`config.mk`:
```
export PLATFORM = sky130hd
export DESIGN_NAME = div_result_fifo
export DESIGN_NICKNAME = d
export VERILOG_FILES = /design/src/rtl/div_result_fifo.sv
export SDC_FILE = /design/constraint.sdc
export NUM_CORES = 1
export LEC_CHECK = 0
export CORE_UTILIZATION = 60
export CTS_CLUSTER_SIZE = 8
export DETAILED_ROUTE_END_ITERATION = 10
export PLACE_DENSITY = 0.89
export RECOVER_POWER = 50
export SLEW_MARGIN = 20
export SYNTH_ARGS = -nofsm -noshare
export SYNTH_HDL_FRONTEND = slang
export SYNTH_SLANG_ARGS = --single-unit
```
`constraint.sdc`:
```
create_clock -name clk -period 4.65 [get_ports clk]
set_clock_uncertainty 0.15 [all_clocks]
set_input_delay 0.93 -clock clk [delete_from_list [all_inputs] [get_ports clk]]
set_output_delay 0.93 -clock clk [all_outputs]
set_load 0.05 [all_outputs]
```
`src/rtl/div_result_fifo.sv`:
```
// div_result_fifo: result FIFO behind the pipelined fixed-point divider.
// Each divider result (quotient plus div-by-zero flag) is captured into a
// small FIFO and offered on a valid/ready port. The divider cannot be
// stalled, so operations in flight are tracked and a credit (can_issue)
// tells the issuing logic when one more start is safe.
// Optional build macro DIV_RESULT_SAT_EN: when defined, a div-by-zero result
// is stored as the maximum positive quotient instead of the raw value.
module div_result_fifo #(
  parameter  int BITS  = 8,
  parameter  int DEPTH = 8,
  localparam int PTR_W = $clog2(DEPTH)
) (
  input  logic             clk,
  input  logic             rst,
  input  logic             start_in,
  output logic             can_issue,
  input  logic             data_valid,
  input  logic             div_by_zero,
  input  logic [BITS-1:0]  quotient,
  output logic             out_valid,
  input  logic             out_ready,
  output logic [BITS-1:0]  out_data,
  output logic             out_dbz,
  output logic [PTR_W:0]   count,
  output logic             overflow,
  output logic             protocol_err
);

  typedef logic [BITS:0] entry_t;

  localparam logic [PTR_W:0]   DEPTH_C = (PTR_W+1)'(DEPTH);
  localparam logic [PTR_W+1:0] DEPTH_W = (PTR_W+2)'(DEPTH);
  localparam logic [PTR_W-1:0] PTR_ONE = (PTR_W)'(1);
  localparam logic [PTR_W:0]   CNT_ONE = (PTR_W+1)'(1);

  entry_t           mem [DEPTH];
  logic [PTR_W-1:0] wr_ptr;
  logic [PTR_W-1:0] rd_ptr;
  logic [PTR_W:0]   inflight;
  logic [PTR_W+1:0] committed;
  logic [BITS-1:0]  quotient_mapped;
  logic             full;
  logic             push;
  logic             pop;
  logic             drop;

  // Handshake decode; a pop frees a slot in the same cycle, so a push at full
  // is accepted when the head leaves at the same edge.
  assign full      = (count == DEPTH_C);
  assign out_valid = (count != '0);
  assign pop       = out_valid && out_ready;
  assign push      = data_valid && (!full || pop);
  assign drop      = data_valid && full && !pop;

  // Credit counts both stored results and results still inside the divider;
  // it deliberately ignores a pop happening in the same cycle.
  assign committed = {1'b0, count} + {1'b0, inflight};
  assign can_issue = (committed < DEPTH_W);

  assign out_data = mem[rd_ptr][BITS-1:0];
  assign out_dbz  = mem[rd_ptr][BITS];

  // Map the incoming quotient to the value actually stored.
  always_comb begin
    // NOTE: assign a default first so every path writes the signal and no latch is inferred.
    quotient_mapped = quotient;
`ifdef DIV_RESULT_SAT_EN
    if (div_by_zero) quotient_mapped = {1'b0, {(BITS-1){1'b1}}};
`endif
  end

  // Result storage; written only on an accepted push.
  always_ff @(posedge clk) begin
    if (rst) begin
      // NOTE: the array is reset because out_data/out_dbz must read zero after reset; storage that needs no defined reset value should be left unreset.
      for (int i = 0; i < DEPTH; i++) mem[i] <= '0;
    end else if (push) begin
      // NOTE: sequential state uses non-blocking assignments so all registers update from the same pre-edge values.
      mem[wr_ptr] <= {div_by_zero, quotient_mapped};
    end
  end

  // Pointers and occupancy; pointers wrap naturally since DEPTH is a power of two.
  always_ff @(posedge clk) begin
    if (rst) begin
      wr_ptr <= '0;
      rd_ptr <= '0;
      count  <= '0;
    end else begin
      if (push) wr_ptr <= wr_ptr + PTR_ONE;
      if (pop)  rd_ptr <= rd_ptr + PTR_ONE;
      if (push && !pop)      count <= count + CNT_ONE;
      else if (pop && !push) count <= count - CNT_ONE;
    end
  end

  // In-flight tracking (saturating, never wrapping) and sticky error flags.
  always_ff @(posedge clk) begin
    if (rst) begin
      inflight     <= '0;
      overflow     <= 1'b0;
      protocol_err <= 1'b0;
    end else begin
      if (start_in && !data_valid) begin
        if (inflight != DEPTH_C) inflight <= inflight + CNT_ONE;
      end else if (data_valid && !start_in) begin
        if (inflight != '0) inflight <= inflight - CNT_ONE;
      end
      if (data_valid && (inflight == '0)) protocol_err <= 1'b1;
      if (drop) overflow <= 1'b1;
    end
  end

endmodule

```
# [After elaboration in Yosys (flattened, before gate mapping)]
# Memory sizes are Yosys's and may differ from the RTL's. A register that Yosys moved wholly into a read port is not among the register bits.
# Cells that the tools add are included.
# W data, S select, Z words.
[totals] register_bits=16 mem_bits_rw=72 inputBits=14 output_inout_bits=17 memories=1
[op_classes] addsub=7 magnitude_cmp=1 n_eq_ne=3 n_mux=16 reduce_logical=23
[mem_list] name="mem" depth=8 width=9 rd=1 rd_clocked_by_memory_dff=1 write_ports=8 line="36" text="entry_t mem [DEPTH];"
[op_table] operator="$mux W4" count=6
[op_table] operator="$logic_and A1 B1 Y1" count=9
[op_table] operator="$mux W3" count=3
[op_table] operator="$mux W9" count=1
[op_table] operator="$reduce_or A9 Y1" count=1
[op_table] operator="$add A4 B1 Y4 const B" count=2
[op_table] operator="$reduce_bool A4 Y1" count=2
[op_table] operator="$sub A4 B1 Y4 const B" count=2
[op_table] operator="$add A3 B1 Y3 const B" count=2
[op_table] operator="$mux W1" count=6
[op_table] operator="$reduce_bool A2 Y1" count=3
[op_table] operator="$add A4 B4 Y5" count=1
[op_table] operator="$logic_not A1 Y1" count=5
[op_table] operator="$lt A5 B4 Y1 const B" count=1
[op_table] operator="$eq A4 B4 Y1 const B" count=1
[op_table] operator="$logic_not A4 Y1" count=1
[op_table] operator="$ne A4 B4 Y1 const B" count=1
[op_table] operator="$reduce_and A3 Y1" count=1
[op_table] operator="$ne A2 B1 Y1 const B" count=1
[op_table] operator="$logic_or A1 B1 Y1" count=1

# [Longest topological paths before layout]
# Gate-level depths: netlist (run 1).
[logic_depth] ltp_word=9 mapped_depth=10 depth_no_buf=10

# [Worst setup path before layout (run 1)]
# OpenSTA, ideal clock, no wires.
[synth_path] path_kind="flip-flop to output port" from="reg count[1]" to="out can_issue" arrival_time_ps=3768 required_ps=3570 slack_ps=-198 stages_incl_launch_ff=4 cell_sequence="dfxtp_1 > ha_1 > a31o_2 > a2111oi_0"
[synth_via] elab_chain_cells=2
[synth_lines] item="from (decl)" line="24" text="output logic [PTR_W:0] count,"
[synth_lines] item="from (signal assigned)" line="92" text="if (push && !pop) count <= count + CNT_ONE;"
[synth_lines] item="from (signal assigned)" line="93" text="else if (pop && !push) count <= count - CNT_ONE;"
[synth_lines] item="$add A4 B4 Y5" line="57" text="assign committed = {1'b0, count} + {1'b0, inflight};"
[synth_lines] item="$lt A5 B4 Y1" line="58" text="assign can_issue = (committed < DEPTH_W);"
[synth_lines] item="to (decl)" line="16" text="output logic can_issue,"
# Every way passes these cells.

==> impl_metrics.py, run 1 <==
metrics = {
    "run_status": {
        "outcome": "complete, no violations",
    },
    "sta": {
        "slew_violations": 0,
        "maxSlewHeadroom_pct": 36.9,
        "fin_crit_ns": 3.78,
        "hold_viol_final": 0,
        "timing.final.crit_share_pct": 81.3,
        "worstMarginPinSlew_ns": 0.944,
        "grt_setup_unrepaired": "false",
        "fmax_mhz": 265,
        "setup_viol": 0,
        "tns_ns": 0,
    },
    "yosys": {
        "seq_area_frac_synth_pct": 59.6,
        "netlist_area_sq_um": 4270,
        "synth-seq-cells": 91,
        "synth_cells": 329,
        "syn-num-nets": 356,
        "yosys.cell_types.count": 40,
        "ys_warn_count": 0,
        "postSynthAreaPerCell_sq_um": 13.0,
    },
    "finish": {
        "drive_gt1_share_pct": 14.2,
        "area_growth_pct": 11.6,
        "fin_nets": 381,
        "antennaDiodeCount": 0,
    },
    "grt": {
        "grt_antenna_before_repair": 0,
        "grtUsageTotal_pct": 25.3,
        "grt_pass1_vias": 2752,
        "grt_pass1_wl_mm": 13.5,
        "grt_max_degree": 19,
        "grt_overflow": 0,
    },
    "clock_network": {
        "clkTransAtPathRegs_ns": 0.09,
        "cts_max_level": 3,
        "cts_buffers": 9,
        "cts_root_buf": "clkbuf_8",
        "cts_hold_buf": 0,
        "cts_resized": 0,
        "cts.sinks": 91,
        "clockBufferDepth": 2,
        "insertion_delay_ns": 0.36,
        "post_cts_buffers": 0,
        "cts_tree": "built",
    },
    "floorplan": {
        "die_area_sq_um": 7460,
        "core_sq_um": 6830,
        "io_pins": 31,
        "die_h_um": 86.4,
        "die-width_um": 86.4,
        "start_util_pct": 62.5,
        "row_count": 30,
    },
    "routing": {
        "first_iter_violations": 226,
        "first_pass_iters": 4,
        "ant_nets": 0,
        "avgViaCountPerCell": 5.99,
        "drt-total-wl_mm": 8.64,
        "wl_per_cell_um": 19.0,
        "drc_errors": 0,
        "vias": 2727,
    },
    "min_path": {
        "hold_class": "flop to flop",
    },
    "power": {
        "comb_power_share_pct": 37.2,
        "internal_power_w": 0.00156,
        "peakVddDrop_v": 0.000454,
        "p_leak_nw": 1.72,
        "p_switching_w": 0.000938,
        "pwr-share-clk_pct": 20.5,
        "share_seq_of_total_power_pct": 42.3,
        "p_sw_share_pct": 37.5,
        "power.total_w": 0.00250,
        "p_per_area_nw_per_um2": 525,
    },
    "worst_setup_path": {
        "endpoint_kind": "primary output",
        "cpPeakStageDelay_ns": 0.92,
        "crit_slowest_cell": "dfxtp_1",
        "crit_arrival_ns": 2.70,
        "critPathKind": "flop to primary output",
        "cp.required_ns": 3.57,
        "critical_path.max_fanout": 18,
        "cp-start-kind": "flop",
        "worstPathCellList": "mux4_2, mux2_2, clkdlybuf4s50_1",
    },
    "placement": {
        "gp_congestion": 0.842,
        "hpwl_mm": 5.80,
        "numPortBuffers": 30,
    },
    "flow_run": {
        "drv_cap": 0,
    },
}
==> layer usage <==
| metal | GRT usage, % | wire, um | share of wire [%] |
|---|---|---|---|
| met1 | 31.1 | 3370 | 39 |
| met2 | 41.8 | 4450 | 51 |
| met3 | 4.76 | 589 | 6.8 |
| met4 | 15.5 | 235 | 2.7 |
| met5 | 0 | 0 | 0 |
==> layout by cell type (no fill, tap or decap), drive strengths merged <==
cell type and n:
nor2 91, edfxtp 72, nand2 24, clkdlybuf4s50 23, dfxtp 19, mux4 18, ha 11, mux2 10
clkbuf 10, inv 9, dlygate4sd3 7, a21oi 6, xor2 5, a31o 5, nand3 5, nor2b 4
nor3 4, a31oi 4, nand2b 3, a21o 3, xnor2 3, a211oi 3, o21ai 2, nand3b 2
fa 2, clkinvlp 2, or3 2, or4 1, a41o 1, a2111oi 1, mux2i 1, a22oi 1
o211ai 1, and3 1, o311ai 1, clkinv 1, buf 1
==> final cells by class <==
| type | count | area [sq um] |
|---|---|---|
| Clock buffer | 9 | 124 |
| Clock inverter | 7 | 66.3 |
| Fill cell | 512 | 2070 |
| Inverter | 5 | 21.3 |
| Multi-Input combinational cell | 215 | 1580 |
| Sequential cell | 91 | 2540 |
| Tap cell | 96 | 120 |
| Timing Repair Buffer | 32 | 312 |
==> cell families (layout without fill, tap and decap cells) <==
kind of cell	after synthesis	in the layout	share of synthesized area, %
compound gates	28	28	4.87
xor+xnor	8	8	1.64
fa+ha+maj	13	13	4.16
buf+inv	23	53	3.25
flops	91	91	59.6
mux	29	29	12.4
simple gates	137	137	14.2
==> synth_stat cells, drive strengths merged <==
cell | count | share of area, %
nor2 | 91 | 8.0
edfxtp | 72 | 51
nand2 | 24 | 2.1
dfxtp | 19 | 8.9
mux4 | 18 | 9.5
buf | 11 | 2.1
ha | 11 | 3.2
mux2 | 10 | 2.6
clkbuf | 7 | 0.62
a21oi | 6 | 0.70
a31o | 5 | 1.0
inv | 5 | 0.50
nand3 | 5 | 0.88
xor2 | 5 | 1.0
a31oi | 4 | 0.59
nor2b | 4 | 0.59
nor3 | 4 | 0.47
a211oi | 3 | 0.53
a21o | 3 | 0.53
nand2b | 3 | 0.44
xnor2 | 3 | 0.62
fa | 2 | 0.94
nand3b | 2 | 0.94
o21ai | 2 | 0.50
or3 | 2 | 0.41
a2111oi | 1 | 0.21
a22oi | 1 | 0.18
a41o | 1 | 0.23
and3 | 1 | 0.15
mux2i | 1 | 0.23
o211ai | 1 | 0.18
o311ai | 1 | 0.21
or4 | 1 | 0.18
==> registers in the layout, indices dropped and copies added (netlist names), named ones only <==
| register | flops |
|---|---|
| overflow | 1 |
| wr_ptr | 3 |
| count | 4 |
| rd_ptr | 3 |
| inflight | 4 |
| protocol_err | 1 |
| mem | 72 |
==> path summary, 6_finish.rpt <==
| path | start | end | slack, ns | cells past startpoint |
|---|---|---|---|---|
| setup / recovery | flop | out_data[2] | 0.87 | 3 |
| hold / removal | protocol_err | protocol_err | 0.33 | 2 |
| setup reg to reg | count[0] | count[3] | 1.42 | 10 |
| hold reg to reg | protocol_err | protocol_err | 0.33 | 2 |
==> metrics by stage <==
step	hold slack [ns]	utilization (%)	setup WS (ns)	instance area, sq um	std cells
3_3_place_gp	0.303	67.2	1.11	4590	439
5_1_grt	0.351	69.7	0.696	4760	455
4_1_cts	0.338	69.9	0.838	4780	455
2_1_floorplan	0.304	-	0.461	4270	329
6_report	0.331	69.7	0.870	4760	455
3_5_place_dp	0.314	67.2	0.978	4590	439
==> power by group through the flow <==
stage	Sequential [W]	Clock, W	Combinational [W]
floorplan	0.00109	0	0.000693
global placement	0.00107	0	0.000918
detailed placement	0.00108	0	0.000943
CTS	0.00106	0.000519	0.000947
global route	0.00107	0.000551	0.000991
finish	0.00106	0.000512	0.000931
==> critical path: cells and delay by family (launching register included) <==
family,cells,cell delay [ns]
muxes,2,0.71
buffers and inverters,1,0.70
DFF,1,0.92
Power figures use the tool's default switching activity.
==> inputs of run 2 (changes only) <==
--- a/config.mk
+++ b/config.mk
@@ -5,10 +5,10 @@
 export SDC_FILE = /design/constraint.sdc
 export NUM_CORES = 1
 export LEC_CHECK = 0
-export CORE_UTILIZATION = 60
+export CORE_UTILIZATION = 53
 export CTS_CLUSTER_SIZE = 8
 export DETAILED_ROUTE_END_ITERATION = 10
-export PLACE_DENSITY = 0.89
+export PLACE_DENSITY = 0.84
 export RECOVER_POWER = 50
 export SLEW_MARGIN = 20
 export SYNTH_ARGS = -nofsm -noshare
==> constraint.sdc (replaced) <==
create_clock -name clk -period 3.3 [get_ports clk]
set_clock_uncertainty 0.15 [all_clocks]
set_input_delay 0.66 -clock clk [delete_from_list [all_inputs] [get_ports clk]]
set_output_delay 0.66 -clock clk [all_outputs]
set_load 0.05 [all_outputs]
==> impl_metrics.py, run 2 (synthesis results as in run 1) <==
metrics = {
    "clock_network": {
        "clkTransAtPathRegs_ns": 0.10,
        "cts_root_buf": "clkbuf_8",
        "cts_max_level": 3,
        "cts_resized": 0,
        "cts.sinks": 91,
        "post_cts_buffers": 0,
        "insertion_delay_ns": 0.36,
        "clockBufferDepth": 2,
        "cts_tree": "built",
        "cts_hold_buf": 0,
        "cts_buffers": 9,
    },
    "finish": {
        "final_area_sq_um": 4810,
        "top_regs": "mem (72), count (4), inflight (4)",
        "fillCellCount": 627,
        "layout_common_cells": "nor2_1, edfxtp_1, nand2_1",
        "antennaDiodeCount": 0,
        "final_common_cell": "nor2_1",
        "top_register": "mem",
        "area_growth_pct": 12.6,
        "drive_gt1_share_pct": 18.2,
        "fin_nets": 385,
        "largest_reg_flops": 72,
    },
    "floorplan": {
        "die_area_sq_um": 8420,
        "core_sq_um": 7770,
        "die-width_um": 91.8,
        "row_count": 32,
        "die_h_um": 91.8,
        "start_util_pct": 55.0,
        "io_pins": 31,
    },
    "routing": {
        "ant_nets": 0,
        "drt-total-wl_mm": 8.95,
        "drc_errors": 0,
        "wl_per_cell_um": 19.2,
        "vias": 2698,
        "first_iter_violations": 245,
        "avgViaCountPerCell": 5.80,
        "first_pass_iters": 4,
    },
    "grt": {
        "grtUsageTotal_pct": 23.0,
        "grt_overflow": 0,
        "grt_max_degree": 23,
        "grt_pass1_wl_mm": 14.1,
        "grt_pass1_vias": 2736,
        "grt_antenna_before_repair": 0,
    },
    "worst_setup_path": {
        "crit_family": "buffers and inverters",
        "path_buf_inv": 3,
        "critPathKind": "primary input to flop",
        "crit_slowest_cell": "dlygate4sd3_1",
        "r2r_cells": 9,
        "critical_path.max_fanout": 4,
        "cp.required_ns": 3.41,
        "cpPeakStageDelay_ns": 0.55,
        "crit_arrival_ns": 3.09,
        "worstPathCellList": "dlygate4sd3_1, nand2b_1, o21ai_4, inv_4, ha_1, inv_1, ha_1, a21oi_1, a211oi_1, a31oi_1, mux2_2",
        "cp-start-kind": "primary input",
        "cp.depth": 11,
        "endpoint_kind": "flop",
        "crit_top_cell": "ha_1",
    },
    "sta": {
        "worstMarginPinSlew_ns": 0.947,
        "fin_crit_ns": 2.99,
        "tns_ns": 0,
        "slew_violations": 0,
        "hold_viol_final": 0,
        "grt_setup_unrepaired": "false",
        "fin_hold_ws_ns": 0.329,
        "fmax_mhz": 335,
        "setup_viol": 0,
        "maxSlewHeadroom_pct": 36.9,
        "timing.final.crit_share_pct": 90.5,
    },
    "placement": {
        "numPortBuffers": 30,
        "place_area_sq_um": 4610,
        "hpwl_mm": 5.88,
        "gp_congestion": 0.767,
    },
    "min_path": {
        "worstHoldPathCells": 2,
        "hold_class": "flop to flop",
    },
    "run_status": {
        "outcome": "complete, no violations",
    },
    "power": {
        "p_leak_nw": 1.75,
        "peakVddDrop_v": 0.000539,
        "p_per_area_nw_per_um2": 748,
    },
    "flow_run": {
        "drv_cap": 0,
    },
}
## run 2: cell count changes in the layout (fill, tap and decap cells not counted), sizes merged
| cell | delta |
|---|---|
| clkbuf | +1 |
| clkinv | -1 |
| clkdlybuf4s50 | -8 |
| inv | -1 |
| bufinv | +1 |
| buf | +13 |
| dlygate4sd3 | -2 |
| clkinvlp | +1 |
## run 2: final timing paths
kind | slack, ns | end | start
max | 0.31 | count[3] | out_ready
min | 0.33 | overflow | overflow
max reg2reg | 0.47 | count[3] | count[3]
min reg2reg | 0.33 | overflow | overflow
## run 2: power by group
part	internal (W)	switching (W)
registers	0.00136	0.000106
clock network	0.000363	0.000431
logic	0.000535	0.000796
## run 2: stage by stage
step | std cells | power [W] | setup slack (ns) | utilization [%]
CTS | 465 | 0.00362 | 0.361 | 62.0
global route | 465 | 0.00376 | 0.184 | 61.9
detailed placement | 449 | 0.00284 | 0.0813 | 59.3
global placement | 449 | 0.00280 | 0.138 | 59.3
finish | 465 | 0.00360 | 0.315 | 61.9
floorplan | 329 | 0.00252 | 0.0612 | -
## run 2: per-layer routing
layer	vias up	routed length, um	track usage (%)
met1	1330	3520	29.3
li1	1248	-	-
met3	17	623	3.48
met2	103	4660	38.7
met4	0	154	11.1
met5	-	0	0
## run 2: final cells by class
type / count / area, sq um / share of cell area [%]
clock inverter: 7 / 83.8 / 1.74
sequential: 91 / 2540 / 52.9
multi-input combinational: 215 / 1590 / 33.2
inverter: 5 / 21.3 / 0.443
clock buffer: 9 / 124 / 2.58
tap: 102 / 128 / 2.66
timing repair buffer: 36 / 313 / 6.51
## run 2: worst min-delay path, delay by kind of cell (launching register included)
family / cells / cell delay (ns)
and+or+nand+nor: 2 / 0.11
DFF: 1 / 0.34
==> inputs of run 3 (changes only) <==
--- a/config.mk
+++ b/config.mk
@@ -5,10 +5,11 @@
 export SDC_FILE = /design/constraint.sdc
 export NUM_CORES = 1
 export LEC_CHECK = 0
-export CORE_UTILIZATION = 53
+export CORE_UTILIZATION = 60
 export CTS_CLUSTER_SIZE = 8
 export DETAILED_ROUTE_END_ITERATION = 10
-export PLACE_DENSITY = 0.84
+export HOLD_SLACK_MARGIN = 0.02
+export PLACE_DENSITY = 0.89
 export RECOVER_POWER = 50
 export SLEW_MARGIN = 20
 export SYNTH_ARGS = -nofsm -noshare
==> constraint.sdc (replaced) <==
create_clock -name clk -period 3.5 [get_ports clk]
set_clock_uncertainty 0.15 [all_clocks]
set_input_delay 0.7 -clock clk [delete_from_list [all_inputs] [get_ports clk]]
set_output_delay 0.7 -clock clk [all_outputs]
set_load 0.05 [all_outputs]
==> impl_metrics.py, run 3 (synthesis results as in run 1) <==
metrics = {
    "worst_setup_path": {
        "critical_path.max_fanout": 4,
        "crit_arrival_ns": 3.26,
        "r2r_cells": 9,
        "endpoint_kind": "flop",
        "cp.required_ns": 3.62,
        "critPathKind": "primary input to flop",
        "cp-start-kind": "primary input",
    },
    "clock_network": {
        "cts_buffers": 9,
        "cts_root_buf": "clkbuf_8",
        "clkTransAtPathRegs_ns": 0.09,
        "post_cts_buffers": 0,
        "clockBufferDepth": 2,
        "insertion_delay_ns": 0.37,
        "cts.sinks": 91,
        "cts_tree": "built",
        "cts_max_level": 3,
        "cts_hold_buf": 0,
    },
    "finish": {
        "area_growth_pct": 11.0,
        "drive_gt1_share_pct": 16.9,
        "final_area_sq_um": 4740,
        "antennaDiodeCount": 0,
        "top_regs": "mem (72), count (4), inflight (4)",
        "top_register": "mem",
        "layout_common_cells": "nor2_1, edfxtp_1, nand2_1",
        "fin_nets": 383,
        "largest_reg_flops": 72,
        "final_common_cell": "nor2_1",
    },
    "grt": {
        "grt_antenna_before_repair": 0,
        "grt_max_degree": 19,
        "grt_overflow": 0,
        "grtUsageTotal_pct": 25.8,
        "grt_pass1_vias": 2757,
        "grt_pass1_wl_mm": 14.0,
    },
    "routing": {
        "drt-total-wl_mm": 8.75,
        "first_iter_violations": 255,
        "avgViaCountPerCell": 5.97,
        "drc_errors": 0,
        "ant_nets": 0,
        "wl_per_cell_um": 19.1,
        "first_pass_iters": 6,
        "vias": 2727,
    },
    "sta": {
        "timing.final.crit_share_pct": 89.7,
        "fmax_mhz": 319,
        "fin_hold_ws_ns": 0.324,
        "setup_slack_ns": 0.362,
        "maxSlewHeadroom_pct": 40.8,
        "worstMarginPinSlew_ns": 0.885,
        "grt_setup_unrepaired": "false",
        "hold_viol_final": 0,
        "fin_crit_ns": 3.14,
        "slew_violations": 0,
        "tns_ns": 0,
        "setup_viol": 0,
    },
    "floorplan": {
        "die-width_um": 86.4,
        "core_sq_um": 6830,
        "io_pins": 31,
        "row_count": 30,
        "die_area_sq_um": 7460,
        "die_h_um": 86.4,
        "start_util_pct": 62.5,
    },
    "placement": {
        "hpwl_mm": 5.79,
        "post-place-ws_ns": 0.166,
        "numPortBuffers": 30,
        "gp_congestion": 0.841,
        "place_area_sq_um": 4590,
    },
    "power": {
        "peakVddDrop_v": 0.000569,
        "pwr-share-clk_pct": 20.2,
        "p_per_area_nw_per_um2": 700,
        "power.total_w": 0.00331,
        "p_switching_w": 0.00125,
        "p_leak_nw": 1.72,
        "share_seq_of_total_power_pct": 41.7,
        "internal_power_w": 0.00206,
        "comb_power_share_pct": 38.1,
        "p_sw_share_pct": 37.8,
    },
    "flow_run": {
        "drv_cap": 0,
    },
    "run_status": {
        "outcome": "complete, no violations",
    },
    "min_path": {
        "hold_class": "flop to flop",
        "worstHoldPathCells": 2,
    },
}
[run 3: power groups by stage]
stage / Combinational (W) / Clock [W] / Sequential (W)
finish: 0.00126 / 0.000669 / 0.00138
global route: 0.00136 / 0.000711 / 0.00140
CTS: 0.00128 / 0.000671 / 0.00138
detailed placement: 0.00127 / 0 / 0.00141
global placement: 0.00124 / 0 / 0.00140
floorplan: 0.000930 / 0 / 0.00144
[run 3: final cells by class]
cell class / count / area, sq um
Sequential cell: 91 / 2540
Timing Repair Buffer: 34 / 303
Fill cell: 497 / 2090
Clock inverter: 7 / 57.6
Multi-Input combinational cell: 215 / 1570
Tap cell: 96 / 120
Clock buffer: 9 / 124
Inverter: 5 / 21.3
[run 3: metrics by stage]
stage                     cells  util, %
after CTS                   457     69.8
after detailed placement    441     67.1
after floorplan             329        -
after global placement      441     67.1
after global routing        457     69.3
final                       457     69.3
[run 3: worst paths after layout]
path	from	endpoint	slack (ns)
max	out_ready	count[3]	0.36
min	protocol_err	protocol_err	0.32
max reg2reg	count[3]	count[3]	0.62
min reg2reg	protocol_err	protocol_err	0.32
[run 3: timing repair]
item                                   4_1_cts  5_1_grt
gates resized for setup                      0        1
setup endpoints to repair                    0        1
endpoints found under the hold margin        0        0
[run 3: layer usage]
metal | share of wire [%] | global-route usage [%] | vias to the layer above
met5 | 0 | 0 | -
met4 | 2.5 | 13.9 | 0
met3 | 6.8 | 4.57 | 18
met2 | 49 | 41.0 | 118
met1 | 42 | 34.2 | 1344
li1 | - | - | 1247
[run 3: critical path, cell delays in order]
cell	delay (ns)
dlygate4sd3_1	0.61
nand2b_1	0.24
o21ai_4	0.21
inv_4	0.04
ha_1	0.18
inv_1	0.13
ha_1	0.29
a21oi_1	0.21
a211oi_1	0.10
a31oi_1	0.18
mux2_2	0.35
